## src/rtl/hdr_pkg.sv

```systemverilog
// Shared constants and FSM state type for the HDR pixel packer.
package hdr_pkg;

  localparam int unsigned PIXEL_W          = 16;
  localparam int unsigned PIXELS_PER_WORD  = 8;
  localparam int unsigned HDR_WORD_W       = PIXEL_W * PIXELS_PER_WORD;
  localparam int unsigned PIX_IDX_W        = $clog2(PIXELS_PER_WORD);
  localparam int unsigned FRAME_WORDS_DEF  = 38400;
  localparam int unsigned DONE_DELAY_DEF   = 4;

  typedef enum logic [1:0] {
    StIdle,
    StPack,
    StDoneWait
  } pack_state_e;

endpackage

```

## src/rtl/hdr_word_assembler.sv

```systemverilog
// Lane register for the packer: writes pixels into successive lanes and flags the
// pixel that completes a word, presenting that full word combinationally.
module hdr_word_assembler
  import hdr_pkg::*;
(
  input  logic                  clk_i,
  input  logic                  rst_i,
  input  logic                  clear_i,
  input  logic                  wr_i,
  input  logic [PIXEL_W-1:0]    pixel_i,
  output logic [HDR_WORD_W-1:0] word_o,
  output logic                  complete_o,
  output logic [PIX_IDX_W-1:0]  pix_idx_o
);

  logic [PIXEL_W-1:0]   lanes_q [PIXELS_PER_WORD];
  logic [PIX_IDX_W-1:0] idx_q;

  // A write alongside clear is the first pixel of a fresh word.
  always_ff @(posedge clk_i) begin
    if (rst_i) begin
      idx_q <= '0;
      for (int i = 0; i < PIXELS_PER_WORD; i++) begin
        lanes_q[i] <= '0;
      end
    end else if (clear_i) begin
      idx_q <= wr_i ? PIX_IDX_W'(1) : '0;
      if (wr_i) begin
        lanes_q[0] <= pixel_i;
      end
    end else if (wr_i) begin
      lanes_q[idx_q] <= pixel_i;
      idx_q          <= idx_q + PIX_IDX_W'(1);
    end
  end

  always_comb begin
    word_o = '0;
    for (int i = 0; i < PIXELS_PER_WORD - 1; i++) begin
      word_o[i*PIXEL_W +: PIXEL_W] = lanes_q[i];
    end
    word_o[HDR_WORD_W-1 -: PIXEL_W] = pixel_i;
  end

  assign complete_o = wr_i && !clear_i && (idx_q == PIX_IDX_W'(PIXELS_PER_WORD - 1));
  assign pix_idx_o  = idx_q;

endmodule

```

## src/rtl/hdr_pixel_packer.sv

```systemverilog
// Packs 8 HDR pixels per 128-bit word for the store stage, counts words per frame
// and issues delayed frame_done / frame_abort pulses.
module hdr_pixel_packer
  import hdr_pkg::*;
#(
  parameter int unsigned FRAME_WORDS = FRAME_WORDS_DEF,
  parameter int unsigned DONE_DELAY  = DONE_DELAY_DEF
) (
  input  logic                  clk_25M,
  input  logic                  rst_25M,
  input  logic                  frame_start,
  input  logic [PIXEL_W-1:0]    pixel_data,
  input  logic                  pixel_valid,
  output logic [HDR_WORD_W-1:0] hdr_data,
  output logic                  hdr_data_valid,
  output logic                  frame_done,
  output logic                  frame_abort,
  output logic                  busy
);

  localparam int unsigned CntW = $clog2(FRAME_WORDS + 1);
  localparam int unsigned DlyW = $clog2(DONE_DELAY + 1);

  pack_state_e           state_q, state_d;
  logic [CntW-1:0]       word_cnt_q, word_cnt_d;
  logic [DlyW-1:0]       dly_q, dly_d;
  logic [HDR_WORD_W-1:0] hdr_data_q, hdr_data_d;
  logic                  valid_q, valid_d;
  logic                  done_q, done_d;
  logic                  abort_q, abort_d;

  logic                  asm_clear, asm_wr, asm_complete;
  logic [HDR_WORD_W-1:0] asm_word;
  logic [PIX_IDX_W-1:0]  asm_idx;

  // frame_start restarts the lanes in every state; a coincident pixel becomes lane 0.
  assign asm_clear = frame_start;
  assign asm_wr    = pixel_valid && (frame_start || (state_q == StPack));

  hdr_word_assembler u_assembler (
    .clk_i      (clk_25M),
    .rst_i      (rst_25M),
    .clear_i    (asm_clear),
    .wr_i       (asm_wr),
    .pixel_i    (pixel_data),
    .word_o     (asm_word),
    .complete_o (asm_complete),
    .pix_idx_o  (asm_idx)
  );

  always_comb begin
    state_d    = state_q;
    word_cnt_d = word_cnt_q;
    dly_d      = dly_q;
    hdr_data_d = hdr_data_q;
    valid_d    = 1'b0;
    done_d     = 1'b0;
    abort_d    = 1'b0;

    unique case (state_q)
      StIdle: begin
        if (frame_start) begin
          state_d    = StPack;
          word_cnt_d = '0;
          dly_d      = '0;
        end
      end
      StPack: begin
        if (frame_start) begin
          abort_d    = (word_cnt_q != '0) || (asm_idx != '0);
          word_cnt_d = '0;
          dly_d      = '0;
        end else if (asm_complete) begin
          hdr_data_d = asm_word;
          valid_d    = 1'b1;
          word_cnt_d = word_cnt_q + CntW'(1);
          if (word_cnt_q == CntW'(FRAME_WORDS - 1)) begin
            state_d = StDoneWait;
            dly_d   = '0;
          end
        end
      end
      StDoneWait: begin
        if (frame_start) begin
          state_d    = StPack;
          word_cnt_d = '0;
          dly_d      = '0;
        end else if (dly_q == DlyW'(DONE_DELAY - 1)) begin
          done_d  = 1'b1;
          state_d = StIdle;
        end else begin
          dly_d = dly_q + DlyW'(1);
        end
      end
      default: state_d = StIdle;
    endcase
  end

  always_ff @(posedge clk_25M) begin
    if (rst_25M) begin
      state_q    <= StIdle;
      word_cnt_q <= '0;
      dly_q      <= '0;
      hdr_data_q <= '0;
      valid_q    <= 1'b0;
      done_q     <= 1'b0;
      abort_q    <= 1'b0;
    end else begin
      state_q    <= state_d;
      word_cnt_q <= word_cnt_d;
      dly_q      <= dly_d;
      hdr_data_q <= hdr_data_d;
      valid_q    <= valid_d;
      done_q     <= done_d;
      abort_q    <= abort_d;
    end
  end

  assign hdr_data       = hdr_data_q;
  assign hdr_data_valid = valid_q;
  assign frame_done     = done_q;
  assign frame_abort    = abort_q;
  assign busy           = (state_q != StIdle);

endmodule

```

## config.mk

```make
export PLATFORM = sky130hd
export DESIGN_NAME = hdr_pixel_packer
export DESIGN_NICKNAME = d
export VERILOG_FILES = /design/src/rtl/hdr_pkg.sv /design/src/rtl/hdr_word_assembler.sv /design/src/rtl/hdr_pixel_packer.sv
export SDC_FILE = /design/constraint.sdc
export NUM_CORES = 1
export LEC_CHECK = 0
export CAP_MARGIN = 15
export CORE_AREA = 2 2 151 153
export CTS_CLUSTER_SIZE = 20
export DETAILED_ROUTE_END_ITERATION = 8
export DIE_AREA = 0 0 153 155
export PLACE_DENSITY_LB_ADDON = 0.25
export SETUP_SLACK_MARGIN = 0.5
export SYNTH_ARGS = -nofsm -noshare
export SYNTH_HDL_FRONTEND = slang
export SYNTH_HIERARCHICAL = 1
export SYNTH_SLANG_ARGS = --single-unit
```

## constraint.sdc

```tcl
create_clock -name clk_25M -period 3.25 [get_ports clk_25M]
set_clock_uncertainty 0.2 [all_clocks]
set_input_delay 0.4875 -clock clk_25M [delete_from_list [all_inputs] [get_ports clk_25M]]
set_output_delay 0.4875 -clock clk_25M [all_outputs]
set_load 0.005 [all_outputs]
```

==> Word level (Yosys, flattened, before mapping) <==
Memory sizes are Yosys's and may differ from the RTL's. A register that Yosys moved wholly into a read port is not among the register bits.
Cells that the tools add are included.
{ "classes": {"n_mux": 36, "eq_ne": 14, "shift": 0, "order_cmp": 0, "n_reduce_logical": 22, "mul": 0, "addsub": 3, "n_div": 0, "bitwise_logic": 4} }
{ "op_table": {"columns": ["op", "count"], "rows": [
  ["$mux W16", 5],
  ["$pmux W16 S2", 1],
  ["$mux W3", 9],
  ["$add A16 B1 Y16 const B", 1],
  ["$eq A16 B16 Y1 const B", 1],
  ["$reduce_bool A16 Y1", 1],
  ["$reduce_or A16 Y1", 1],
  ["$mux W1", 13],
  ["$mux W2", 6],
  ["$reduce_and A5 Y1", 2],
  ["$ne A3 B3 Y1 const B", 3],
  ["$pmux W3 S3", 1],
  ["$reduce_or A3 Y1", 3],
  ["$add A3 B1 Y3 const B", 2],
  ["$ne A2 B2 Y1 const B", 3],
  ["$pmux W2 S3", 1],
  ["$reduce_and A3 Y1", 2],
  ["$reduce_bool A2 Y1", 3],
  ["$reduce_bool A3 Y1", 2],
  ["$ne A2 B1 Y1 const B", 2],
  ["$eq A3 B2 Y1 const B", 1],
  ["$eq A3 B3 Y1 const B", 1],
  ["$logic_and A1 B1 Y1", 3],
  ["$ne A3 B2 Y1 const B", 1],
  ["8 further kinds", 11]
]} }
{ "word_totals": {"regBits": 155, "rom_bits": 0, "output_inout_bits": 132, "elab_cells": 88, "n_memories": 1, "inputBits": 20, "ramBits": 128, "latchBits": 0} }
{ "memory_table": {"columns": ["name", "depth", "width", "read_ports", "rd_clocked_by_memory_dff", "wr", "line", "source"], "rows": [
  ["u_assembler.lanes_q", 8, 16, 7, 7, 8, "hdr_word_assembler.sv:16", "logic [PIXEL_W-1:0] lanes_q [PIXELS_PER_WORD];"]
]} }

==> Depth between registers and ports, before layout <==
Gate-level depths: netlist of run 1.
{ "logic_depth": {"depth_word": 9, "mapped_depth": 12, "depth_no_buf": 8} }

==> By module <==
Netlist of run 1, hierarchy kept.
{ "modules_own_cells": {"columns": ["mod", "n_inst", "area_per_inst_um2", "seq_area_each_um2", "cells_each"], "rows": [
  ["hdr_pixel_packer", 1, 5646.7, 3042.9, 717],
  ["hdr_word_assembler", 1, 4556.9, 3423.3, 285]
]} }

==> Worst setup path before layout of run 1 <==
No wires, ideal clock.
{ "synth_path": {"path_kind": "input to register", "startpoint": "in frame_start", "endpoint": "mem u_assembler.lanes_q[2][0] (enable)", "stages": 6, "setup_ps": 334, "t_arrival_ps": 1891, "slack_ps": 825, "path_cell_list": "buf_2 > o21a_1 > buf_4 > or4b_4 > nor2_4 > or2_2"} }
{ "synth_lines": {"columns": ["item", "line", "source"], "rows": [
  ["from (decl)", "hdr_pixel_packer.sv:11", "input logic frame_start,"],
  ["to (decl)", "hdr_word_assembler.sv:16", null]
]} }

==> Worst setup path after layout of run 1 <==
{ "layout_path": {"startpoint": "reg state_q[0]", "endpoint": "reg hdr_data_q[95] (netlist: hdr_data[95]) (read register of u_assembler.lanes_q)"} }
{ "layout_via": {"elab_chain_len": 6} }
{ "layout_rtl": {"columns": ["item", "line", "source"], "rows": [
  ["from (decl)", "hdr_pixel_packer.sv:24", "pack_state_e state_q, state_d;"],
  ["from (signal assigned)", "hdr_pixel_packer.sv:101", "state_q <= StIdle;"],
  ["from (signal assigned)", "hdr_pixel_packer.sv:109", "state_q <= state_d;"],
  ["$eq A2 B1 Y1", "hdr_pixel_packer.sv:38", "assign asm_wr = pixel_valid && (frame_start || (state_q == StPack));"],
  ["$logic_or A1 B1 Y1", "hdr_pixel_packer.sv:38", null],
  ["$logic_and A1 B1 Y1", "hdr_pixel_packer.sv:38", null],
  ["via asm_wr", "hdr_pixel_packer.sv:32", "logic asm_clear, asm_wr, asm_complete;"],
  ["$logic_and A1 B1 Y1 (2 in a row)", "hdr_word_assembler.sv:45", "assign complete_o = wr_i && !clear_i && (idx_q == PIX_IDX_W'(PIXELS_PER_WORD - 1));"],
  ["via asm_complete", "hdr_pixel_packer.sv:32", null],
  ["$reduce_and A3 Y1 (no source line)", null, null],
  ["to (decl)", "hdr_pixel_packer.sv:27", "logic [HDR_WORD_W-1:0] hdr_data_q, hdr_data_d;"]
]} }
The timed path passes the listed nets, and every way through them passes these cells.
A chain may end at the register's enable or synchronous reset.

==> metrics, run 1 <==
outcome complete, no violations; # hold bufs at CTS 0; Die Y between 150 and 200 microns; CP endpoint hdr_data[95]$_SDFFE_PP0P_; Remaining DRCs 0; Die ar. 23700 sq um; Seq/Total Area, Yosys 0.634; total negative slack 0 ns; Hold WS between 0.2 and 0.3 ns; post-route cell area ~13000 sq um; vias per cell approximately 5; Post-synth EDFFs between 100 and 150; area post-placement between 10000 and 15000 sq um; WP data arrival 2.76 ns; setup slack, reg-to-reg roughly 0.66 ns; Clock Tree Root clkbuf_16; CP Launch Type flip-flop; Avg Synthesized Cell Area around 10 sq um; IO buf count 151; core region area about 22000 sq um; CTS buffer count 28; DRT Pass-1 Iters 5; WL met3 around 1.3 mm; worst setup path category reg2reg; endpoints failing setup 0; Slowest cell on crit path dfxtp_2; total of warnings raised by yosys 6; highest metal used met4; DRT met1 WL 10.5 mm; first-pass GRT wire length about 36 mm; Simple-Gate Fraction of Synth Area 0.220; TritonCTS Sinks between 200 and 300; # H-tree levels 1; synthesized net count 1028; vias post-DR ~7100; Clock transition at path regs about 0.060 ns; Total Wirelength ~24 mm; antenna-violating nets left 0; crit end category flip-flop; ant diodes 0; die width approximately 150 microns; Critical Path RT about 3.4 ns; main combinational cell family by area after synthesis simple AND/OR/NAND/NOR gates; Area growth, synth to finish 25.2%; CP startpoint state_q[0]$_SDFFE_PP0P_; Non-Filler Instances roughly 1400; Slew HR 0.527; number of global-route vias before repair around 6500; minimum clock period after layout between 2 and 3 ns; LEAKAGE 4.43 nW; worst hold path class reg2reg; fillers 1930; Total Routing Usage GR 0.195; NumNets Final roughly 1200; Final Hold Vio Count 0; Reg-to-Reg End hdr_data[95]$_SDFFE_PP0P_; reg2reg path depth 8; total gr overflow 0; Max clock buf depth 3; CP max stage delay 0.43 ns; maxcap violations 0; I/O Pins 152; count of distinct cell types in the synthesized netlist 53; post-synthesis mux area share 0.00515; Max IR drop VDD between 300 and 400 uV; critical path peak fanout 27; register bit total from synthesis approximately 270; Netlist Area Pre-Place approximately 10000 sq um; Compound-Gate Fraction of Synth Area 0.0876; WL/cell 16.6 microns; Max Fclk around 390 MHz; Pwr Density 540 nW/um^2; initial antenna violation count 2; Initial Utilization 0.459; 1st-iter DRT viols 440; post-synthesis async set-or-reset flop share 0; HPWL after detailed placement between 10 and 15 mm; Critical Path Most Common Cell nor2b_1; ys flop type dfxtp_1; RSZ-0062 raised after global routing no; Clk Latency, worst-skew pair 0.53 ns; largest net degree at the start of global routing 160; routability cong. 0.840; CP Cell Sequence nor2b_1 -> o21a_1 -> and3_1 -> nor2b_1 -> nand2_4 -> buf_4 -> nand2_1 -> a21oi_1; FP Rows 55; Final Slew Violations 0; cells after synthesis roughly 1000; DR WL met2 around 11 mm; fin crit share 0.796; layout cells sized above 1 0.0733; CTS tree built; Worst Tran Pin Value 0.710 ns; Post-Synth XOR/XNOR Area 0.00429; Inst Count DP between 1000 and 1500; worst hold path stage count 2; Worst R2R Start state_q[0]$_SDFFE_PP0P_; fraction of the mapped netlist area in adder cells 0.00736
## cells by family (layout without fill, tap and decap cells)
family / Yosys count / after routing
buffers and inverters: 83 / 227
flip-flops: 267 / 267
AO/OA/AOI/OAI: 166 / 166
adder cells (fa/ha/maj): 6 / 6
XOR/XNOR: 5 / 5
AND/OR/NAND/NOR: 470 / 470
multiplexers: 5 / 5
## layer usage
layer	vias to the layer above	track usage
li1	3576	-
met1	3348	0.265
met2	184	0.323
met3	31	0.0345
met4	0	0.0538
met5	-	0
## through the flow
| step | util | total power, mW | setup slack [ns] |
|---|---|---|---|
| floorplan | - | 3.75 | 0.825 |
| global placement | 0.533 | 3.84 | 0.332 |
| detailed placement | 0.533 | 3.84 | 0.306 |
| CTS | 0.575 | 6.95 | 0.565 |
| global route | 0.575 | 7.11 | 0.521 |
| finish | 0.575 | 6.90 | 0.664 |
## worst min-delay path by stage
| stage | start | to | slack (ns) |
|---|---|---|---|
| floorplan | hdr_data[0]$_SDFFE_PP0P_ | hdr_data[0]$_SDFFE_PP0P_ | 0.25 |
| finish | hdr_data[41]$_SDFFE_PP0P_ | hdr_data[41]$_SDFFE_PP0P_ | 0.25 |
| global placement | hdr_data[47]$_SDFFE_PP0P_ | hdr_data[47]$_SDFFE_PP0P_ | 0.24 |
| CTS | hdr_data[56]$_SDFFE_PP0P_ | hdr_data[56]$_SDFFE_PP0P_ | 0.25 |
| detailed placement | hdr_data[56]$_SDFFE_PP0P_ | hdr_data[56]$_SDFFE_PP0P_ | 0.25 |
| global route | hdr_data[36]$_SDFFE_PP0P_ | hdr_data[36]$_SDFFE_PP0P_ | 0.27 |
## sequential cells by signal, indices dropped and copies added, names as in the netlist
register	count
dly_q	3
frame_abort	1
frame_done	1
hdr_data	128
hdr_data_valid	1
state_q	2
u_assembler/lanes_q	112
u_assembler/pix_idx_o	3
word_cnt_q	16
## power breakdown
group	internal [mW]	total (mW)	switching [mW]
clock network	1.88	3.13	1.25
logic	0.0563	0.196	0.140
registers	3.55	3.57	0.0205
## critical path, delay by kind of cell (launching register included)
| family | cells | cell delay (ns) |
|---|---|---|
| AO/OA/AOI/OAI | 2 | 0.37 |
| buffers and inverters | 1 | 0.32 |
| flip-flops | 1 | 0.43 |
| AND/OR/NAND/NOR | 5 | 1.09 |
## area by class of cell
class	instances	area, sq um	share of cell area
clock buffer	45	856	0.0670
clock inverter	7	63.8	0.00500
inverter	8	30.0	0.00235
multi-input combinational	652	3320	0.260
sequential	267	6470	0.506
tap	285	357	0.0279
timing repair buffer	167	1680	0.131
## layout by cell type (no fill, tap or decap), drive strengths merged, types with 2 or more instances in the layout
master           n
and3             3
and2           113
ha               6
nor2b            5
a21oi          140
nand2          274
xor2             3
nor3             9
dfxtp          155
a211oi           2
or2              8
or3              2
buf             17
mux2             2
o21ai           10
nor2            27
and4             3
a311oi           3
mux2i            3
nor4             2
clkinv           5
nand4            4
o31ai            2
nand2b           6
clkdlybuf4s50  150
nand3            8
a31oi            4
clkbuf          45
edfxtp         112
inv              9
xnor2            2
## Yosys cell counts, types with 2 or more instances
| master | number | area (sq um) |
|---|---|---|
| clkbuf_1 | 28 | 105 |
| xnor2_1 | 2 | 17.5 |
| buf_6 | 2 | 22.5 |
| o31ai_1 | 2 | 15.0 |
| mux2_2 | 2 | 22.5 |
| a31oi_1 | 4 | 25.0 |
| dfxtp_1 | 155 | 3100 |
| nor2_1 | 22 | 82.6 |
| edfxtp_1 | 112 | 3360 |
| nand3_1 | 8 | 40.0 |
| nand2b_1 | 6 | 37.5 |
| nor2_2 | 2 | 12.5 |
| mux2i_1 | 3 | 30.0 |
| buf_4 | 19 | 143 |
| buf_2 | 24 | 120 |
| nor2b_1 | 5 | 31.3 |
| a311oi_1 | 2 | 17.5 |
| and4_1 | 3 | 26.3 |
| a21oi_1 | 140 | 701 |
| nor2_4 | 3 | 33.8 |
| nand2_1 | 274 | 1030 |
| or2_2 | 8 | 50.1 |
| xor2_1 | 3 | 26.3 |
| and3_1 | 3 | 18.8 |
| and2_1 | 112 | 701 |
| nand4_1 | 4 | 25.0 |
| ha_1 | 6 | 75.1 |
| o21ai_0 | 9 | 45.0 |
| inv_1 | 8 | 30.0 |
| nor3_1 | 8 | 40.0 |
## timing repair
item,in CTS,in global routing
endpoints found under the setup margin,0,141
resized for setup,0,1
buffers inserted,0,0
endpoints found under the hold margin,0,0
(Power assumes the default switching activity.)
==> run 2, diff against run 1 <==
Clock period 3.25 ns to 2.7 ns, I/O delays scaled along.
==> metrics, run 2 (synthesis results as in run 1) <==
Clock transition at path regs approximately 0.060 ns; worst hold path stage count 2; WL/cell ~17 microns; Clk Latency, worst-skew pair about 0.52 ns; total negative slack 0 ns; first-pass GRT wire length 37.2 mm; 1st-iter DRT viols 517; Remaining DRCs 0; largest net degree at the start of global routing 123; Initial Utilization 0.459; Design Power ~8.4 mW; CTS buffer count 27; fin crit share 0.804; Max IR drop VDD around 430 uV; Non-Filler Instances ~1500; Die ar. ~24000 sq um; endpoints failing setup 0; Clock Tree Root clkbuf_16; most frequent cells in the layout nand2_1 (273), dfxtp_1 (151), clkdlybuf4s50_1 (149), a21oi_1 (138); Max clock buf depth 3; Pwr Density between 600 and 700 nW/um^2; # H-tree levels 1; worst setup path category reg2out; Inst Count DP 1388; CTS tree built; layout cells sized above 1 0.101; LEAKAGE between 4 and 5 nW; Max Fclk 461 MHz; max reg flops ~130; ant diodes 0; Total Wirelength 25.2 mm; outcome complete, no violations; NumNets Final 1170; Total Routing Usage GR 0.198; HPWL after detailed placement around 15 mm; die width about 150 microns; WP data arrival roughly 1.6 ns; TritonCTS Sinks ~270; Final Hold Vio Count 0; core region area 22200 sq um; Die Y ~160 microns; DRT Pass-1 Iters 5; total gr overflow 0; crit end category primary output; critical path peak fanout 4; vias per cell 5.09; Final Slew Violations 0; RSZ-0062 raised after global routing yes; worst hold path class reg2reg; routability cong. 0.811; Area growth, synth to finish 28.4%; minimum clock period after layout around 2.2 ns; I/O Pins 152; Worst Tran Pin Value approximately 0.67 ns; IO buf count approximately 150; FP Rows 55; maxcap violations 0; antenna-violating nets left 0; CP Launch Type flip-flop; vias post-DR roughly 7400; Critical Path RT between 2 and 2.5 ns; initial antenna violation count 1; Slew HR 0.551; most common cell after layout, fill and taps aside nand2_1; Hold WS 0.251 ns; reg2reg path depth 5; number of global-route vias before repair 6847
-- run 2: changes by cell type in the layout (fill, tap and decap cells not counted), sizes merged, moves of 2 or more --
cell,previous run,this run
bufinv,1,3
buf,17,34
clkbuf,45,38
clkinv,5,10
-- run 2: cell type report --
type | count | area, sq um
Sequential cell | 267 | 6480
Timing Repair Buffer | 187 | 1930
Multi-Input combinational cell | 653 | 3380
Inverter | 8 | 30.0
Tap cell | 285 | 357
Clock inverter | 15 | 168
Fill cell | 1882 | 9130
Clock buffer | 35 | 757
-- run 2: where the power goes --
part / internal [mW] / leakage, nW / total (mW) / switching [mW]
Clock: 2.28 / 0.460 / 3.82 / 1.54
Combinational: 0.0837 / 1.72 / 0.260 / 0.176
Sequential: 4.27 / 2.41 / 4.29 / 0.0245
-- run 2: worst paths after layout --
path	start	end	slack [ns]
setup / recovery	state_q[0]$_SDFFE_PP0P_	busy	0.53
hold / removal	hdr_data[125]$_SDFFE_PP0P_	hdr_data[125]$_SDFFE_PP0P_	0.25
setup reg to reg	state_q[0]$_SDFFE_PP0P_	u_assembler/lanes_q[6][7]$_SDFFCE_PN0P_	0.56
hold reg to reg	hdr_data[125]$_SDFFE_PP0P_	hdr_data[125]$_SDFFE_PP0P_	0.25
-- run 2: stage by stage --
stage / setup WS [ns] / utilization / instance area [sq um]
2_1_floorplan: 0.474 / - / 10200
3_3_place_gp: 0.159 / 0.538 / 12000
3_5_place_dp: 0.128 / 0.538 / 12000
4_1_cts: 0.510 / 0.581 / 12900
5_1_grt: 0.471 / 0.589 / 13100
6_report: 0.530 / 0.589 / 13100
-- run 2: critical path, stage by stage (launching register included) --
cell,delay (ns)
dfxtp_4,0.35
buf_4,0.14
or2_2,0.28
dlygate4sd2_1,0.27
-- run 2: routing by layer --
layer	GRT usage	vias up	share of wire
met5	0	-	0
met4	0.0485	0	0.019
met3	0.0267	31	0.053
met2	0.342	222	0.49
met1	0.267	3503	0.44
li1	-	3618	-
-- run 2: repair_timing --
action | in CTS | in global routing
buffers inserted | 1 | 6
hold buffers | 0 | 0
hold endpoints to repair | 0 | 0
setup endpoints to repair | 216 | 227
cloned | 1 | 4
gates resized for setup | 9 | 13
pin swaps | 0 | 1
